### config.mk
export PLATFORM = sky130hd
export DESIGN_NAME = wb_arbiter_flat
export DESIGN_NICKNAME = d
export VERILOG_FILES = /design/src/rtl/wb_arbiter_pkg.sv /design/src/rtl/wb_arbiter_if.sv /design/src/rtl/wb_result_fifo.sv /design/src/rtl/wb_arbiter.sv /design/src/flat_wrapper.sv
export SDC_FILE = /design/constraint.sdc
export NUM_CORES = 1
export LEC_CHECK = 0
export CAP_MARGIN = 20
export CORE_UTILIZATION = 25
export CTS_BUF_LIST = sky130_fd_sc_hd__clkbuf_2 sky130_fd_sc_hd__clkbuf_4 sky130_fd_sc_hd__clkbuf_8
export CTS_CLUSTER_SIZE = 40
export DETAILED_ROUTE_END_ITERATION = 10
export PLACE_DENSITY = 0.46
export SLEW_MARGIN = 20
export SYNTH_ARGS = -nofsm -noshare
export SYNTH_HDL_FRONTEND = slang
export SYNTH_SLANG_ARGS = --single-unit
### constraint.sdc
create_clock -name clk -period 6.35 [get_ports clk]
set_input_delay 1.27 -clock clk [delete_from_list [all_inputs] [get_ports clk]]
set_output_delay 1.27 -clock clk [all_outputs]
set_load 0.02 [all_outputs]
### src/rtl/wb_arbiter_pkg.sv
`default_nettype none
// ============================================================================
// Module      : wb_arbiter_pkg
// Description : Shared widths, source-select encoding and writeback entry type
// Revision    : 1.0 - initial release
// ============================================================================

`ifndef SCOREBOARD_SIZE_WIDTH
`define SCOREBOARD_SIZE_WIDTH 4
`endif

package wb_arbiter_pkg;

    localparam int unsigned SB_W = `SCOREBOARD_SIZE_WIDTH;

    typedef enum logic [1:0] {
        SRC_ALU = 2'd0,
        SRC_LSU = 2'd1,
        SRC_MDU = 2'd2
    } src_e;

    typedef struct packed {
        logic [SB_W-1:0] sid;
        logic [4:0]      rd;
        logic [63:0]     value;
    } wb_entry_t;

    localparam int unsigned ENTRY_W = $bits(wb_entry_t);

    // Round-robin successor: ALU -> LSU -> MDU -> ALU
    function automatic src_e rr_next(input src_e s);
        case (s)
            SRC_ALU: rr_next = SRC_LSU;
            SRC_LSU: rr_next = SRC_MDU;
            default: rr_next = SRC_ALU;
        endcase
    endfunction

endpackage

`default_nettype wire

### src/rtl/wb_arbiter_if.sv
`default_nettype none
// ============================================================================
// Module      : wb_arbiter_if
// Description : Result-source and writeback bus bundle for wb_arbiter
// Revision    : 1.0 - initial release
// ============================================================================

interface wb_arbiter_if;
    import wb_arbiter_pkg::*;

    logic            alu_exe_valid_i;
    logic [SB_W-1:0] alu_sid_i;
    logic [4:0]      alu_exe_rd_i;
    logic [63:0]     alu_exe_rd_value_i;

    logic            mdu_valid_i;
    logic            mdu_ready_o;
    logic [SB_W-1:0] mdu_sid_i;
    logic [4:0]      mdu_rd_i;
    logic [63:0]     mdu_value_i;

    logic            lsu_valid_i;
    logic            lsu_ready_o;
    logic [SB_W-1:0] lsu_sid_i;
    logic [4:0]      lsu_rd_i;
    logic [63:0]     lsu_value_i;

    logic            wb_valid_o;
    logic            wb_we_o;
    logic [4:0]      wb_rd_o;
    logic [63:0]     wb_value_o;
    logic [SB_W-1:0] wb_sid_o;

    modport slave (
        input  alu_exe_valid_i, alu_sid_i, alu_exe_rd_i, alu_exe_rd_value_i,
        input  mdu_valid_i, mdu_sid_i, mdu_rd_i, mdu_value_i,
        output mdu_ready_o,
        input  lsu_valid_i, lsu_sid_i, lsu_rd_i, lsu_value_i,
        output lsu_ready_o,
        output wb_valid_o, wb_we_o, wb_rd_o, wb_value_o, wb_sid_o
    );

    modport master (
        output alu_exe_valid_i, alu_sid_i, alu_exe_rd_i, alu_exe_rd_value_i,
        output mdu_valid_i, mdu_sid_i, mdu_rd_i, mdu_value_i,
        input  mdu_ready_o,
        output lsu_valid_i, lsu_sid_i, lsu_rd_i, lsu_value_i,
        input  lsu_ready_o,
        input  wb_valid_o, wb_we_o, wb_rd_o, wb_value_o, wb_sid_o
    );

endinterface

`default_nettype wire

### src/rtl/wb_result_fifo.sv
`default_nettype none
// ============================================================================
// Module      : wb_result_fifo
// Description : Power-of-two synchronous FIFO with occupancy count
// Revision    : 1.0 - initial release
// ============================================================================

module wb_result_fifo #(
    parameter int unsigned DEPTH = 4,
    parameter int unsigned WIDTH = 8
) (
    input  wire logic                   clk,
    input  wire logic                   rst_n,
    input  wire logic                   i_push,
    input  wire logic [WIDTH-1:0]       i_data,
    input  wire logic                   i_pop,
    output logic      [WIDTH-1:0]       o_data,
    output logic      [$clog2(DEPTH):0] o_count,
    output logic                        o_full,
    output logic                        o_empty
);

    localparam int unsigned c_ptr_w = $clog2(DEPTH);
    localparam int unsigned c_cnt_w = c_ptr_w + 1;

    logic [WIDTH-1:0]   r_mem [DEPTH];
    logic [c_ptr_w-1:0] r_wr_ptr;
    logic [c_ptr_w-1:0] r_rd_ptr;
    logic [c_cnt_w-1:0] r_count;
    logic               w_full;
    logic               w_empty;
    logic               w_do_push;
    logic               w_do_pop;

    assign w_full    = (r_count == c_cnt_w'(DEPTH));
    assign w_empty   = (r_count == '0);
    assign w_do_pop  = i_pop & ~w_empty;
    // A full FIFO still accepts a push when the head leaves in the same cycle
    assign w_do_push = i_push & (~w_full | w_do_pop);

    always_ff @(posedge clk) begin
        if (w_do_push) begin
            r_mem[r_wr_ptr] <= i_data;
        end
    end

    always_ff @(posedge clk or negedge rst_n) begin
        if (!rst_n) begin
            r_wr_ptr <= '0;
            r_rd_ptr <= '0;
            r_count  <= '0;
        end else begin
            if (w_do_push) begin
                r_wr_ptr <= r_wr_ptr + c_ptr_w'(1);
            end
            if (w_do_pop) begin
                r_rd_ptr <= r_rd_ptr + c_ptr_w'(1);
            end
            case ({w_do_push, w_do_pop})
                2'b10:   r_count <= r_count + c_cnt_w'(1);
                2'b01:   r_count <= r_count - c_cnt_w'(1);
                default: r_count <= r_count;
            endcase
        end
    end

    assign o_data  = r_mem[r_rd_ptr];
    assign o_count = r_count;
    assign o_full  = w_full;
    assign o_empty = w_empty;

endmodule

`default_nettype wire

### src/rtl/wb_arbiter.sv
`default_nettype none
// ============================================================================
// Module      : wb_arbiter
// Description : Round-robin writeback arbiter for ALU (buffered), LSU and MDU
// Revision    : 1.0 - initial release
// ============================================================================

module wb_arbiter
    import wb_arbiter_pkg::*;
#(
    parameter int unsigned ALU_FIFO_DEPTH = 4
) (
    input  wire logic                            clk,
    input  wire logic                            rst_n,
    wb_arbiter_if.slave                          bus,
    output logic [$clog2(ALU_FIFO_DEPTH):0]      alu_fifo_cnt_o,
    output logic                                 overflow_o
);

    localparam int unsigned c_cnt_w = $clog2(ALU_FIFO_DEPTH) + 1;
    localparam logic [c_cnt_w-1:0] c_force_lvl = c_cnt_w'(ALU_FIFO_DEPTH - 1);

    wb_entry_t          w_alu_in;
    wb_entry_t          w_alu_head;
    wb_entry_t          w_gnt_entry;
    logic               w_fifo_full;
    logic               w_fifo_empty;
    logic [c_cnt_w-1:0] w_cnt;
    logic [3:0]         w_req;
    logic               w_force;
    logic               w_gnt_valid;
    logic               w_alu_pop;
    src_e               w_gnt_src;
    src_e               w_first;
    src_e               w_second;
    src_e               w_third;

    src_e               r_last;
    logic               r_wb_valid;
    logic               r_wb_we;
    wb_entry_t          r_wb_entry;
    logic               r_overflow;

    assign w_alu_in.sid   = bus.alu_sid_i;
    assign w_alu_in.rd    = bus.alu_exe_rd_i;
    assign w_alu_in.value = bus.alu_exe_rd_value_i;

    wb_result_fifo #(
        .DEPTH (ALU_FIFO_DEPTH),
        .WIDTH (ENTRY_W)
    ) u_alu_fifo (
        .clk     (clk),
        .rst_n   (rst_n),
        .i_push  (bus.alu_exe_valid_i),
        .i_data  (w_alu_in),
        .i_pop   (w_alu_pop),
        .o_data  (w_alu_head),
        .o_count (w_cnt),
        .o_full  (w_fifo_full),
        .o_empty (w_fifo_empty)
    );

    assign w_req   = {1'b0, bus.mdu_valid_i, bus.lsu_valid_i, ~w_fifo_empty};
    assign w_force = (w_cnt >= c_force_lvl);

    // Grants are suppressed while in reset so held upstream requests see no ready
    always_comb begin
        w_first     = rr_next(r_last);
        w_second    = rr_next(w_first);
        w_third     = rr_next(w_second);
        w_gnt_valid = 1'b0;
        w_gnt_src   = SRC_ALU;
        if (rst_n) begin
            if (w_force) begin
                w_gnt_valid = 1'b1;
                w_gnt_src   = SRC_ALU;
            end else if (w_req[w_first]) begin
                w_gnt_valid = 1'b1;
                w_gnt_src   = w_first;
            end else if (w_req[w_second]) begin
                w_gnt_valid = 1'b1;
                w_gnt_src   = w_second;
            end else if (w_req[w_third]) begin
                w_gnt_valid = 1'b1;
                w_gnt_src   = w_third;
            end
        end
    end

    always_comb begin
        w_gnt_entry = w_alu_head;
        case (w_gnt_src)
            SRC_LSU: begin
                w_gnt_entry.sid   = bus.lsu_sid_i;
                w_gnt_entry.rd    = bus.lsu_rd_i;
                w_gnt_entry.value = bus.lsu_value_i;
            end
            SRC_MDU: begin
                w_gnt_entry.sid   = bus.mdu_sid_i;
                w_gnt_entry.rd    = bus.mdu_rd_i;
                w_gnt_entry.value = bus.mdu_value_i;
            end
            default: w_gnt_entry = w_alu_head;
        endcase
    end

    assign w_alu_pop       = w_gnt_valid & (w_gnt_src == SRC_ALU);
    assign bus.lsu_ready_o = w_gnt_valid & (w_gnt_src == SRC_LSU);
    assign bus.mdu_ready_o = w_gnt_valid & (w_gnt_src == SRC_MDU);

    always_ff @(posedge clk or negedge rst_n) begin
        if (!rst_n) begin
            r_wb_valid <= 1'b0;
            r_wb_we    <= 1'b0;
            r_wb_entry <= '0;
            r_last     <= SRC_MDU;
            r_overflow <= 1'b0;
        end else begin
            r_wb_valid <= w_gnt_valid;
            r_wb_we    <= w_gnt_valid & (w_gnt_entry.rd != 5'd0);
            if (w_gnt_valid) begin
                r_wb_entry <= w_gnt_entry;
                r_last     <= w_gnt_src;
            end
            if (bus.alu_exe_valid_i & w_fifo_full & ~w_alu_pop) begin
                r_overflow <= 1'b1;
            end
        end
    end

    assign bus.wb_valid_o = r_wb_valid;
    assign bus.wb_we_o    = r_wb_we;
    assign bus.wb_rd_o    = r_wb_entry.rd;
    assign bus.wb_value_o = r_wb_entry.value;
    assign bus.wb_sid_o   = r_wb_entry.sid;
    assign alu_fifo_cnt_o = w_cnt;
    assign overflow_o     = r_overflow;

endmodule

`default_nettype wire

### src/flat_wrapper.sv
// flat-port wrapper written by rule: the top's interface ports become plain ports
module wb_arbiter_flat import wb_arbiter_pkg::*;
#(
    parameter int unsigned ALU_FIFO_DEPTH = 4
)
  (clk, rst_n, alu_fifo_cnt_o, overflow_o, bus_alu_exe_valid_i, bus_alu_sid_i, bus_alu_exe_rd_i, bus_alu_exe_rd_value_i, bus_mdu_valid_i, bus_mdu_sid_i, bus_mdu_rd_i, bus_mdu_value_i, bus_mdu_ready_o, bus_lsu_valid_i, bus_lsu_sid_i, bus_lsu_rd_i, bus_lsu_value_i, bus_lsu_ready_o, bus_wb_valid_o, bus_wb_we_o, bus_wb_rd_o, bus_wb_value_o, bus_wb_sid_o);
  wb_arbiter_if bus_i ();
  input  wire logic clk;
  input  wire logic rst_n;
  output logic [$clog2(ALU_FIFO_DEPTH):0] alu_fifo_cnt_o;
  output logic overflow_o;
  input wire logic [$bits(bus_i.alu_exe_valid_i)-1:0] bus_alu_exe_valid_i;
  input wire logic [$bits(bus_i.alu_sid_i)-1:0] bus_alu_sid_i;
  input wire logic [$bits(bus_i.alu_exe_rd_i)-1:0] bus_alu_exe_rd_i;
  input wire logic [$bits(bus_i.alu_exe_rd_value_i)-1:0] bus_alu_exe_rd_value_i;
  input wire logic [$bits(bus_i.mdu_valid_i)-1:0] bus_mdu_valid_i;
  input wire logic [$bits(bus_i.mdu_sid_i)-1:0] bus_mdu_sid_i;
  input wire logic [$bits(bus_i.mdu_rd_i)-1:0] bus_mdu_rd_i;
  input wire logic [$bits(bus_i.mdu_value_i)-1:0] bus_mdu_value_i;
  output wire logic [$bits(bus_i.mdu_ready_o)-1:0] bus_mdu_ready_o;
  input wire logic [$bits(bus_i.lsu_valid_i)-1:0] bus_lsu_valid_i;
  input wire logic [$bits(bus_i.lsu_sid_i)-1:0] bus_lsu_sid_i;
  input wire logic [$bits(bus_i.lsu_rd_i)-1:0] bus_lsu_rd_i;
  input wire logic [$bits(bus_i.lsu_value_i)-1:0] bus_lsu_value_i;
  output wire logic [$bits(bus_i.lsu_ready_o)-1:0] bus_lsu_ready_o;
  output wire logic [$bits(bus_i.wb_valid_o)-1:0] bus_wb_valid_o;
  output wire logic [$bits(bus_i.wb_we_o)-1:0] bus_wb_we_o;
  output wire logic [$bits(bus_i.wb_rd_o)-1:0] bus_wb_rd_o;
  output wire logic [$bits(bus_i.wb_value_o)-1:0] bus_wb_value_o;
  output wire logic [$bits(bus_i.wb_sid_o)-1:0] bus_wb_sid_o;
  assign bus_i.alu_exe_valid_i = bus_alu_exe_valid_i;
  assign bus_i.alu_sid_i = bus_alu_sid_i;
  assign bus_i.alu_exe_rd_i = bus_alu_exe_rd_i;
  assign bus_i.alu_exe_rd_value_i = bus_alu_exe_rd_value_i;
  assign bus_i.mdu_valid_i = bus_mdu_valid_i;
  assign bus_i.mdu_sid_i = bus_mdu_sid_i;
  assign bus_i.mdu_rd_i = bus_mdu_rd_i;
  assign bus_i.mdu_value_i = bus_mdu_value_i;
  assign bus_mdu_ready_o = bus_i.mdu_ready_o;
  assign bus_i.lsu_valid_i = bus_lsu_valid_i;
  assign bus_i.lsu_sid_i = bus_lsu_sid_i;
  assign bus_i.lsu_rd_i = bus_lsu_rd_i;
  assign bus_i.lsu_value_i = bus_lsu_value_i;
  assign bus_lsu_ready_o = bus_i.lsu_ready_o;
  assign bus_wb_valid_o = bus_i.wb_valid_o;
  assign bus_wb_we_o = bus_i.wb_we_o;
  assign bus_wb_rd_o = bus_i.wb_rd_o;
  assign bus_wb_value_o = bus_i.wb_value_o;
  assign bus_wb_sid_o = bus_i.wb_sid_o;
  wb_arbiter #(.ALU_FIFO_DEPTH(ALU_FIFO_DEPTH)) u_core (.clk(clk), .rst_n(rst_n), .bus(bus_i), .alu_fifo_cnt_o(alu_fifo_cnt_o), .overflow_o(overflow_o));
endmodule
### Word level (Yosys, flattened, before mapping)

Memory sizes are Yosys's and may differ from the RTL's.
Index checks and enable logic that the tools add are counted.

* bits in registers: 85
* bits in latches: 0
* RAM bits: 292
* bits in read-only memories: 0
* memories: 1

* add/subtract/negate cells: 4
* multiply operators: 0
* divide/modulo/power cells: 0
* $lt $le $gt $ge: 4
* eq/ne operators: 8
* shift-type cells: 0
* mux-type cells: 23
* bitwise gates (word level): 12
* reduce and logical (&&, ||, !) cells: 7

Memories
* u_core.u_alu_fifo.r_mem: words 4, width 73, read ports 1, clocked after memory_dff 0, write ports 1, line wb_result_fifo.sv:26 `logic [WIDTH-1:0] r_mem [DEPTH];`

Operators by type and width (count)
* 73-bit one-hot mux with 2 select lines: 1
* 2-bit one-hot mux with 2 select lines: 3
* 2-bit by 1-bit equality test with 1-bit output (second input constant): 5
* 1-bit 2-to-1 mux: 10
* 2-bit 2-to-1 mux: 5
* 2-bit by 3-bit less-than comparator with 1-bit output (second input constant): 3
* 1-bit AND: 8
* 2-bit zero test: 4
* 1-bit binary-select mux with 2-bit select: 3
* 3-bit one-hot mux with 2 select lines: 1
* 5-bit nonzero test: 1
* 2-bit by 1-bit adder with 2-bit output (second input constant): 2
* 2-bit equality test (second input constant): 2
* 3-bit by 1-bit adder with 3-bit output (second input constant): 1
* 3-bit equality test (second input constant): 1
* 3-bit by 2-bit >= comparator with 1-bit output (second input constant): 1
* 3-bit zero test: 1
* 1-bit inverter: 3
* 3-bit by 1-bit subtractor with 3-bit output (second input constant): 1
* 2-bit nonzero test: 1
* 1-bit OR: 1

### Depth between registers and ports, before layout

* word-level depth: 20
* gate-level depth with buffers: 13

### Cells and area by module

From an unflattened synthesis, not the netlist that was laid out.

* cell total of the unflattened synthesis: 933
* area, all modules: 15133.3 um^2

By module, submodules not included
* wb_result_fifo: times used 1, cells an instance 419, area an instance 10938.0 um^2
* wb_arbiter: times used 1, cells an instance 514, area an instance 4195.3 um^2

### Worst setup path before layout

No wires, ideal clock.

* path type: input port to flip-flop
* start: input port bus_lsu_valid_i
* end: memory u_core.u_alu_fifo.r_mem[0][0] (netlist bit), enable pin
* data arrival time: 4.091 ns
* setup slack: 1.820 ns
* cell stages on the path: 6
* cells stage by stage: a21oi_1 o211ai_1 ha_1 nand2_1 a31oi_1 and2_1

* longest elaborated chain between the ends: 14
* elaborated cells on any way between the ends: 23
* classes of those cells: 18 x mux; 4 x bitwise; 1 x reduce/logical

Ends and longest elaborated chain
* start, declared: line flat_wrapper.sv:21 `input wire logic [$bits(bus_i.lsu_valid_i)-1:0] bus_lsu_valid_i;`
* 1-bit binary-select mux with 2-bit select: line wb_arbiter.sv:83 `end else if (w_req[w_third]) begin`
* 1-bit 2-to-1 mux (implied by the code): line wb_arbiter.sv:83
* 2-bit 2-to-1 mux: line wb_arbiter.sv:83
* 2-bit 2-to-1 mux: line wb_arbiter.sv:80 `end else if (w_req[w_second]) begin`
* 2-bit 2-to-1 mux: line wb_arbiter.sv:77 `end else if (w_req[w_first]) begin`
* 2-bit 2-to-1 mux: line wb_arbiter.sv:74 `if (w_force) begin`
* 2-bit 2-to-1 mux: line wb_arbiter.sv:73 `if (rst_n) begin`
* 2-bit zero test: line wb_arbiter.sv:107 `assign w_alu_pop = w_gnt_valid & (w_gnt_src == SRC_ALU);`
* 1-bit AND (*): line wb_arbiter.sv:107
* 1-bit AND (*): line wb_result_fifo.sv:37 `assign w_do_pop = i_pop & ~w_empty;`
* 1-bit OR (*): line wb_result_fifo.sv:39 `assign w_do_push = i_push & (~w_full | w_do_pop);`
* 1-bit AND (*): line wb_result_fifo.sv:39
* 1-bit 2-to-1 mux (*): line wb_result_fifo.sv:42 `if (w_do_push) begin`
* 1-bit 2-to-1 mux (implied by the code) (*): line wb_result_fifo.sv:43 `r_mem[r_wr_ptr] <= i_data;`
* end, declared: line wb_result_fifo.sv:26

Mark *: on every way between the ends. The rest lies on a longest branch, timed or not. The select of a mux whose other input is x is not followed.

### Worst setup path in the final report

* start: input port rst_n
* end: output port bus_mdu_ready_o

* longest elaborated chain between the ends: 3
* elaborated cells on any way between the ends: 4
* classes of those cells: 1 x eq/ne; 2 x mux; 1 x bitwise

Ends and longest elaborated chain
* start, declared: line flat_wrapper.sv:9 `input wire logic rst_n;`
* 2-bit 2-to-1 mux: line wb_arbiter.sv:73
* via u_core.w_gnt_src[1]: line wb_arbiter.sv:33 `src_e w_gnt_src;`
* 2-bit equality test: line wb_arbiter.sv:109 `assign bus.mdu_ready_o = w_gnt_valid & (w_gnt_src == SRC_MDU);`
* 1-bit AND: line wb_arbiter.sv:109
* end, declared: line flat_wrapper.sv:20 `output wire logic [$bits(bus_i.mdu_ready_o)-1:0] bus_mdu_ready_o;`

The timed path passes the listed nets, and every way through them passes these cells.

==> impl_metrics.env <==
export IMPL_r2r_start="u_core.u_alu_fifo.o_count[2]$_DFFE_PN0P_"
export IMPL_ys_types=42
export IMPL_min_path_type="reg -> reg"
export IMPL_ff2ff_setup_slack_ns=2.63
export IMPL_die_h_microns=249
export IMPL_leakage_nw=7.04
export IMPL_clockBufferDepth=3
export IMPL_postCtsSetupBuffers=0
export IMPL_coreArea_sq_um=60400
export IMPL_insertion_delay_ns=0.63
export IMPL_path_class="in -> out"
export IMPL_crit_top_cell="inv_1"
export IMPL_skew_ns=0.0343
export IMPL_num_vias=9359
export IMPL_final_common_cell="clkdlybuf4s50_1"
export IMPL_setup_viol=0
export IMPL_layout_drive_gt1_share_pct=15.3
export IMPL_ios=305
export IMPL_grt_pass1_wl_microns=62600
export IMPL_vdd_drop_max_mv=0.176
export IMPL_fin_crit_sh_pct=75.7
export IMPL_max_freq_mhz=208
export IMPL_post_route_min_period_ns=4.81
export IMPL_gp_congestion=0.752
export IMPL_grtUsageTotal_pct=13.5
export IMPL_arrival_ns=3.54
export IMPL_wire_per_inst_microns=19.6
export IMPL_slew_headroom_pct=36.6
export IMPL_start_util_pct=25.3
export IMPL_power_density_nw_per_um2=441
export IMPL_layout_common_cells="clkdlybuf4s50_1, edfxtp_1, nand2_1"
export IMPL_setup_tns_ns=0
export IMPL_hold_buffers=0
export IMPL_viasPerCell=4.41
export IMPL_clockRootBuffer="clkbuf_8"
export IMPL_avgSynthCellArea_sq_um=15.9
export IMPL_grt_pass1_vias=9869
export IMPL_antenna_left=0
export IMPL_place_inst=1993
export IMPL_drtIter0Drc=555
export IMPL_numCtsBuffers=71
export IMPL_min_to="u_core.bus.wb_value_o[50]$_DFFE_PN0N_"
export IMPL_hold_viol=0
export IMPL_crit_fanout=32
export IMPL_cts_resized=0
export IMPL_max_stage_delay_ns=0.66
export IMPL_cts_tree="done"
export IMPL_ys_seq_area_share_pct=71.3
export IMPL_syn_inst=962
export IMPL_finalWirelength_microns=41600
export IMPL_whs_path_depth=2
export IMPL_antenna_found_initial=7
export IMPL_crit_chain="buf_4, inv_1, a211oi_1, o211ai_1, inv_1, ha_4, and2_1, clkdlybuf4s50_1"
export IMPL_ys_warn_count=0
export IMPL_clkSinkCount=377
export IMPL_clk_pin_slew_ns=0.06
export IMPL_syn_area_sq_um=15300
export IMPL_end_kind="output port"
export IMPL_drv_slew=0
export IMPL_htree_levels=3
export IMPL_overflow=0
export IMPL_die_w_microns=249
export IMPL_cap_violations=0
export IMPL_numPortBuffers=304
export IMPL_nFillCells=5852
export IMPL_critPathRequiredTime_ns=5.08
export IMPL_remaining_drc_errors=0
export IMPL_hold_path_startpoint="u_core.bus.wb_value_o[50]$_DFFE_PN0N_"
export IMPL_rows=90
export IMPL_status="completed"
export IMPL_syn_to_final_growth_pct=34.9
export IMPL_hpwl_microns=26400
export IMPL_cp_slowest_cell="clkdlybuf4s50_1"
export IMPL_reg2reg_to="u_core.u_alu_fifo.r_mem[2][31]$_DFFE_PP_"
export IMPL_instances_no_fill=2121
export IMPL_reg2reg_depth=8
export IMPL_first_pass_iters=4
export IMPL_tightest_slew_ns=0.951
export IMPL_syn_nets=1194
export IMPL_synth_seq_cells=377
export IMPL_grt_max_degree=94
export IMPL_totalPowerFinal_w=0.00909
export IMPL_start_kind="input pin"
export IMPL_nets=1516
export IMPL_dieArea_sq_um=62200
export IMPL_rsz0062_at_grt="no"
## critical path: cells and delay by family
kind | cells | cell delay (ns)
buf+inv | 4 | 1.36
simple gates | 1 | 0.13
fa+ha+maj | 1 | 0.16
compound gates | 2 | 0.61
## area by class of cell
| class | count | area [sq um] | area share [%] |
|---|---|---|---|
| multi-input cells | 507 | 4020 | 19.5 |
| inverters | 10 | 37.5 | 0.182 |
| diodes | 2 | 5.00 | 0.0243 |
| clock buffers | 102 | 1270 | 6.17 |
| well taps | 782 | 978 | 4.74 |
| flip-flops and latches | 377 | 10900 | 52.9 |
| repair buffers | 317 | 3190 | 15.5 |
| clock inverters | 24 | 218 | 1.06 |
## routing by layer
layer,global-route usage [%],vias to the layer above,wire length [microns],share of wire [%]
met2,21.6,257,19700,47
met4,4.62,10,864,2.1
met3,4.02,81,2610,6.3
met1,17.4,4636,18300,44
met5,0,-,64,0.15
li1,-,4375,-,-
## where the power goes
group	switching [W]	leakage [nW]	internal [W]	total, W
clock network	0.00101	0.777	0.00145	0.00245
logic	0.00156	2.55	0.00135	0.00291
registers	0.000379	3.71	0.00334	0.00372
total	0.00295	7.04	0.00614	0.00909
## per-stage QoR
stage	setup slack, ns	utilization, %	hold slack, ns	cell area [sq um]
2_1_floorplan	1.82	-	0.461	15300
3_3_place_gp	1.47	31.7	0.462	19100
3_5_place_dp	1.50	31.7	0.471	19100
4_1_cts	1.48	34.2	0.482	20600
5_1_grt	1.27	34.2	0.498	20600
6_report	1.54	34.2	0.476	20600
## sequential cells by signal, indices dropped and copies added, names as in the netlist, 2 cells and up
signal and cells:
u_core.r_last 2, u_core.u_alu_fifo.r_wr_ptr 2, u_core.u_alu_fifo.r_mem 292, u_core.u_alu_fifo.o_count 3, u_core.u_alu_fifo.r_rd_ptr 2, u_core.bus.wb_value_o 64
u_core.bus.wb_sid_o 4, u_core.bus.wb_rd_o 5
## Yosys cell counts
| cell | n | area, sq um |
|---|---|---|
| edfxtp_1 | 292 | 8770 |
| nand2_1 | 159 | 597 |
| o21ai_0 | 142 | 711 |
| dfrtp_1 | 84 | 2100 |
| a22oi_1 | 77 | 578 |
| mux4_2 | 61 | 1370 |
| clkbuf_1 | 25 | 93.8 |
| buf_2 | 19 | 95.1 |
| buf_1 | 10 | 37.5 |
| buf_6 | 10 | 113 |
| inv_1 | 10 | 37.5 |
| mux2i_1 | 9 | 90.1 |
| mux4_1 | 8 | 210 |
| ha_1 | 7 | 87.6 |
| and2_1 | 6 | 37.5 |
| nor2_1 | 5 | 18.8 |
| nor2b_1 | 4 | 25.0 |
| a21oi_1 | 3 | 15.0 |
| nand3_1 | 3 | 15.0 |
| xnor2_1 | 3 | 26.3 |
| and3_1 | 2 | 12.5 |
| buf_12 | 2 | 40.0 |
| xor2_1 | 2 | 17.5 |
| a2111oi_0 | 1 | 8.76 |
| a211oi_1 | 1 | 7.51 |
| a21o_1 | 1 | 7.51 |
| a221o_1 | 1 | 10.0 |
| a22oi_2 | 1 | 12.5 |
| a2bb2oi_1 | 1 | 8.76 |
| a31oi_1 | 1 | 6.26 |
| a41o_1 | 1 | 10.0 |
| a41oi_2 | 1 | 16.3 |
| buf_4 | 1 | 7.51 |
| clkbuf_2 | 1 | 5.00 |
| dfstp_2 | 1 | 26.3 |
| fa_1 | 1 | 20.0 |
| nand4_1 | 1 | 6.26 |
| nor3_2 | 1 | 10.0 |
| o211ai_1 | 1 | 7.51 |
| o21ai_1 | 1 | 5.00 |
| o22ai_1 | 1 | 6.26 |
| or3_1 | 1 | 6.26 |
## cell families after synthesis
kind of cell | after synthesis | synth area share [%]
buf+inv | 78 | 2.81
mux | 78 | 10.9
simple gates | 182 | 4.76
fa+ha+maj | 8 | 0.704
compound gates | 234 | 9.22
xor+xnor | 5 | 0.286
flops | 377 | 71.3
## worst max path at each step
| stage | slack (ns) | cells after the start | to | from |
|---|---|---|---|---|
| finish | 1.54 | 8 | bus_mdu_ready_o | rst_n |
| global route | 1.27 | 8 | bus_mdu_ready_o | rst_n |
| CTS | 1.48 | 8 | bus_mdu_ready_o | rst_n |
| detailed placement | 1.50 | 8 | u_core.u_alu_fifo.r_mem[2][31]$_DFFE_PP_ | bus_lsu_valid_i |
| global placement | 1.47 | 8 | bus_mdu_ready_o | rst_n |
| floorplan | 1.82 | 6 | u_core.u_alu_fifo.r_mem[0][0]$_DFFE_PP_ | bus_lsu_valid_i |
Power figures use the tool's default switching activity.
